--- src/rtl/parallel_port_arbiter.sv ---
// Round-robin arbiter sharing one strobed 8-bit parallel receiver among NUM_REQ requesters.
// Optional ack timeout abort is enabled by defining PARALLEL_ARB_TIMEOUT_EN.
module parallel_port_arbiter #(
    parameter int unsigned NUM_REQ = 4,
    parameter int unsigned PTR_W   = $clog2(NUM_REQ),
    parameter int unsigned TIMEOUT = 255
) (
    input  logic                 i_clk,
    input  logic                 i_rst,
    input  logic [NUM_REQ-1:0]   i_req,
    input  logic [8*NUM_REQ-1:0] i_req_data,
    output logic [NUM_REQ-1:0]   o_grant,
    output logic [NUM_REQ-1:0]   o_done,
    output logic                 o_err,
    output logic                 o_busy,
    output logic [7:0]           o_p_data,
    output logic                 o_p_stb,
    input  logic                 i_p_ack,
    input  logic                 i_p_rdy
);

    localparam int unsigned IDX_W = PTR_W + 1;

    typedef enum logic [1:0] {
        StIdle,
        StStrobe,
        StComplete
    } state_t;

    state_t             r_state;
    logic [PTR_W-1:0]   r_ptr;
    logic [PTR_W-1:0]   r_win;

    logic               w_found;
    logic [PTR_W-1:0]   w_win;
    logic [IDX_W-1:0]   w_idx;
    logic [NUM_REQ-1:0] w_onehot;
    logic [7:0]         w_data;
    logic [PTR_W-1:0]   w_ptr_adv;

    // Scan requesters starting at r_ptr, wrapping at NUM_REQ-1; first hit wins.
    always_comb begin
        w_found = 1'b0;
        w_win   = '0;
        w_idx   = '0;
        for (int k = 0; k < NUM_REQ; k++) begin
            w_idx = {1'b0, r_ptr} + IDX_W'(k);
            if (w_idx >= IDX_W'(NUM_REQ)) begin
                w_idx = w_idx - IDX_W'(NUM_REQ);
            end
            if (!w_found && i_req[w_idx[PTR_W-1:0]]) begin
                w_found = 1'b1;
                w_win   = w_idx[PTR_W-1:0];
            end
        end
    end

    always_comb begin
        w_onehot  = NUM_REQ'(1) << w_win;
        w_data    = i_req_data[{w_win, 3'b000} +: 8];
        w_ptr_adv = (r_win == PTR_W'(NUM_REQ - 1)) ? '0 : r_win + PTR_W'(1);
    end

`ifdef PARALLEL_ARB_TIMEOUT_EN
    localparam logic [15:0] TIMEOUT_CNT = 16'(TIMEOUT);

    logic [15:0] r_timer;
    logic [15:0] w_timer_nxt;

    assign w_timer_nxt = r_timer + 16'd1;

    always_ff @(posedge i_clk or posedge i_rst) begin
        if (i_rst) begin
            r_state  <= StIdle;
            r_ptr    <= '0;
            r_win    <= '0;
            r_timer  <= '0;
            o_grant  <= '0;
            o_done   <= '0;
            o_err    <= 1'b0;
            o_busy   <= 1'b0;
            o_p_data <= 8'h00;
            o_p_stb  <= 1'b0;
        end else begin
            unique case (r_state)
                StIdle: begin
                    if (w_found && i_p_rdy) begin
                        r_win    <= w_win;
                        r_timer  <= '0;
                        o_grant  <= w_onehot;
                        o_p_data <= w_data;
                        o_p_stb  <= 1'b1;
                        o_busy   <= 1'b1;
                        r_state  <= StStrobe;
                    end
                end
                StStrobe: begin
                    r_timer <= w_timer_nxt;
                    // Ack on the same edge as expiry counts as a clean completion.
                    if (i_p_ack || (w_timer_nxt == TIMEOUT_CNT)) begin
                        o_p_stb <= 1'b0;
                        o_grant <= '0;
                        o_done  <= o_grant;
                        o_err   <= ~i_p_ack;
                        r_ptr   <= w_ptr_adv;
                        r_state <= StComplete;
                    end
                end
                StComplete: begin
                    o_done  <= '0;
                    o_err   <= 1'b0;
                    o_busy  <= 1'b0;
                    r_state <= StIdle;
                end
                default: r_state <= StIdle;
            endcase
        end
    end
`else
    logic w_unused_timeout;

    assign w_unused_timeout = (TIMEOUT == 0);
    assign o_err            = 1'b0;

    always_ff @(posedge i_clk or posedge i_rst) begin
        if (i_rst) begin
            r_state  <= StIdle;
            r_ptr    <= '0;
            r_win    <= '0;
            o_grant  <= '0;
            o_done   <= '0;
            o_busy   <= 1'b0;
            o_p_data <= 8'h00;
            o_p_stb  <= 1'b0;
        end else begin
            unique case (r_state)
                StIdle: begin
                    if (w_found && i_p_rdy) begin
                        r_win    <= w_win;
                        o_grant  <= w_onehot;
                        o_p_data <= w_data;
                        o_p_stb  <= 1'b1;
                        o_busy   <= 1'b1;
                        r_state  <= StStrobe;
                    end
                end
                StStrobe: begin
                    if (i_p_ack) begin
                        o_p_stb <= 1'b0;
                        o_grant <= '0;
                        o_done  <= o_grant;
                        r_ptr   <= w_ptr_adv;
                        r_state <= StComplete;
                    end
                end
                StComplete: begin
                    o_done  <= '0;
                    o_busy  <= 1'b0;
                    r_state <= StIdle;
                end
                default: r_state <= StIdle;
            endcase
        end
    end
`endif

endmodule

--- config.mk ---
export PLATFORM = sky130hd
export DESIGN_NAME = parallel_port_arbiter
export DESIGN_NICKNAME = d
export VERILOG_FILES = /design/src/rtl/parallel_port_arbiter.sv
export SDC_FILE = /design/constraint.sdc
export NUM_CORES = 1
export LEC_CHECK = 0
export CAP_MARGIN = 20
export CORE_MARGIN = 1
export CORE_UTILIZATION = 45
export CTS_BUF_LIST = sky130_fd_sc_hd__clkbuf_16
export DETAILED_ROUTE_END_ITERATION = 6
export PLACE_DENSITY = 0.85
export SLEW_MARGIN = 30
export SYNTH_ARGS = -nofsm -noshare
export SYNTH_HDL_FRONTEND = slang
export SYNTH_SLANG_ARGS = --single-unit
--- constraint.sdc ---
create_clock -name i_clk -period 3.32 [get_ports i_clk]
set_input_delay 0.332 -clock i_clk [delete_from_list [all_inputs] [get_ports i_clk]]
set_output_delay 0.332 -clock i_clk [all_outputs]
set_load 0.05 [all_outputs]
==> flow_metrics.py <==
metrics = {
    "logic_synthesis": {
        "synth-edff-count": 0,
        "avgSynthCellArea_sq_um": 10.3,
        "syn_area_sq_mm": 0.00134,
        "ys_seq_elements": 24,
        "synth_cell_types": 27,
        "yosysTopAreaCell": "dfrtp_1",
        "synth_top_flop_cell": "dfrtp_1",
        "async_flop_share": 1.00,
        "synth_top_area_frac": 0.449,
        "ys_warn_count": 0,
        "synth.area.top_cells": "dfrtp_1, mux2i_1, o221ai_2",
        "synth_top_cells_by_count": "nand2_1, dfrtp_1, mux2i_1",
        "yosysMostFrequentCell": "nand2_1",
        "ys_seq_area_frac": 0.449,
        "synth_fp_nets": 171,
        "syn_inst": 130,
    },
    "worst_setup_path": {
        "path_buf_inv": 2,
        "r2r-start": "r_ptr[1]",
        "ff2ff_setup_slack_ns": 1.43,
        "crit_chain": "clkdlybuf4s50_1 > nor2_1 > nand3_1 > nand3_1 > buf_4 > and2b_2 > a32o_1",
        "cp_max_fo": 16,
        "startpoint_type": "input pin",
        "cpMaxStageDelayCell": "clkdlybuf4s50_1",
        "r2r_end": "o_p_data[2]",
        "max_stage_delay_ns": 0.48,
        "worst-setup-path-type": "in2reg",
        "reg2reg_depth": 5,
        "arrival_ns": 2.13,
        "cp.depth": 7,
        "crit_required_ns": 3.46,
        "crit_path_end_kind": "flip-flop",
        "crit_top_cell": "nand3_1",
        "critPathTopFamily": "simple AND/OR/NAND/NOR gates",
    },
    "finish": {
        "num-fill-cells": 186,
        "drive_gt1_frac": 0.0978,
        "finish.utilization": 0.725,
        "antenna_cells": 0,
        "syn2layout_area_growth_pct": 50.8,
        "nNetsFinal": 226,
    },
    "clocking": {
        "postCtsHoldBufs": 0,
        "cts_sinks": 24,
        "cts.clk_slew.worst_paths_ns": 0.06,
        "post_cts_buffers": 0,
        "clock_tree.root_cell": "clkbuf_16",
        "insertion_delay_ns": 0.26,
        "cts_tree": "done",
        "cts_htree_levels": 1,
        "cts_buffer_depth": 2,
        "postCtsResizedCells": 0,
        "numCtsBuffers": 3,
    },
    "die": {
        "dieArea_sq_mm": 0.00319,
        "design.core.area_sq_mm": 0.00278,
        "initial_utilization": 0.481,
        "ios": 59,
        "num_rows": 19,
        "die_w_um": 56.5,
        "die_h_um": 56.5,
    },
    "min_path": {
        "min_path_type": "in2async",
    },
    "global_route": {
        "grt_pass1_vias": 1249,
        "antenna_found_initial": 0,
        "grt_max_degree": 25,
        "overflow": 0,
        "grt_pass1_wl_um": 5380,
        "grt_util_all_layers": 0.219,
    },
    "timing": {
        "hold_violations": 0,
        "finalCritPeriodShare": 0.598,
        "rsz0062_at_grt": "false",
        "max_freq_ghz": 0.503,
        "maxSlewViolCount": 0,
        "fin_skew_ns": 0.00208,
        "finalCriticalPeriod_ns": 1.99,
        "worstMarginPinSlew_ns": 0.513,
        "slew-limit-headroom": 0.657,
        "report.final.setup_viol": 0,
        "fin_setup_tns_ns": 0,
    },
    "drt": {
        "viasPerCell": 5.66,
        "routed_wirelength_um": 3200,
        "drt_iter0_markers": 37,
        "drc": 0,
        "wl_per_cell_um": 14.9,
        "vias": 1216,
        "postRouteAntennaNets": 0,
        "drt-pass1-iter-count": 4,
    },
    "power": {
        "seqPwrFrac": 0.280,
        "power.internal_mw": 1.04,
        "p_sw_frac": 0.442,
        "total_power_mw": 1.86,
        "power.density_mw_per_mm2": 920,
        "p_leak_nw": 0.880,
        "combPwrFrac": 0.536,
        "p_clk_frac": 0.184,
        "ir_worst_vdd_v": 0.000759,
        "p_switching_mw": 0.820,
    },
    "outcome": {
        "status": "complete, no violations",
    },
    "placed_design": {
        "gp_congestion": 0.849,
        "detailed_place_hpwl_um": 2360,
        "numPortBuffers": 57,
    },
    "flow_run": {
        "drv_cap": 0,
    },
}
[per-stage QoR]
| stage | hold WS [ns] | setup slack, ns | instance area (sq um) | instances |
|---|---|---|---|---|
| 6_report | 0.321 | 1.33 | 2020 | 215 |
| 5_1_grt | 0.369 | 1.18 | 2020 | 215 |
| 4_1_cts | 0.500 | 1.35 | 2000 | 214 |
| 3_5_place_dp | 0.474 | 1.08 | 1900 | 210 |
| 3_3_place_gp | 0.481 | 1.14 | 1900 | 210 |
| 2_1_floorplan | 0.347 | 1.82 | 1340 | 130 |
[cell families after synthesis]
logic type | count (synthesis) | synth area share
and+or+nand+nor | 42 | 0.143
muxes | 16 | 0.120
DFF | 24 | 0.449
buffers and inverters | 16 | 0.0711
AOI/OAI and AO/OA | 30 | 0.205
other | 1 | 0.00280
adders and majority gates | 1 | 0.00935
[worst max path at each step]
stage                   from           to  slack, ns
floorplan           r_ptr[0]  o_p_data[0]       1.82
global placement    i_req[0]  o_p_data[5]       1.14
detailed placement  i_req[0]  o_p_data[2]       1.08
CTS                 i_req[3]   o_grant[1]       1.35
global route        i_req[3]   o_grant[1]       1.18
finish              i_req[3]   o_grant[1]       1.33
[placed cells by master, fill, tap and decap left out]
cell type,instances
a211oi_4,1
and2b_2,1
a21o_1,1
bufinv_16,1
a22o_1,4
a32o_1,2
dfrtp_1,24
a21oi_1,4
nor3b_2,1
buf_4,2
nand2_1,26
clkbuf_16,3
nand3_1,5
or3_1,1
o31ai_1,3
ha_1,1
conb_1,1
o22ai_1,1
nor3_1,1
nor2_1,3
nand2b_1,4
clkinv_1,1
buf_8,1
clkdlybuf4s50_1,57
mux2i_1,16
o221ai_2,8
inv_1,5
o21ai_0,6
[cell type report]
cell class | instances | area [sq um] | share of cell area
clock buffer | 3 | 75.1 | 0.0372
clock inverter | 1 | 30.0 | 0.0149
inverter | 6 | 22.5 | 0.0112
multi-input combinational | 90 | 649 | 0.322
sequential | 24 | 601 | 0.298
tap | 31 | 38.8 | 0.0192
timing repair buffer | 60 | 601 | 0.298
[sequential cells by signal, indices dropped and copies added (netlist names)]
signal and count:
r_win 2, o_grant 4, r_state 2, o_p_data 8
r_ptr 2, o_p_stb 1, o_busy 1, o_done 4
[power groups by stage]
stage / combinational [mW] / clock [mW] / sequential [mW]
after floorplan: 0.378 / 0 / 0.826
after global placement: 0.967 / 0 / 0.519
after detailed placement: 0.984 / 0 / 0.523
after CTS: 0.997 / 0.340 / 0.521
after global routing: 1.05 / 0.351 / 0.538
final: 0.994 / 0.342 / 0.520
[worst reg2reg max path: cells and delay by family, from the launching register on]
kind / cells / cell delay (ns)
DFF: 1 / 0.45
and+or+nand+nor: 3 / 0.93
AOI/OAI and AO/OA: 2 / 0.37
[metal layers]
layer  track usage  share of wire  vias to the layer above
li1              -              -                      570
met1         0.255           0.39                      565
met2         0.363           0.49                       71
met3        0.0691          0.094                       10
met4         0.105          0.024                        0
met5             0              0                        -
(Power assumes the default switching activity.)
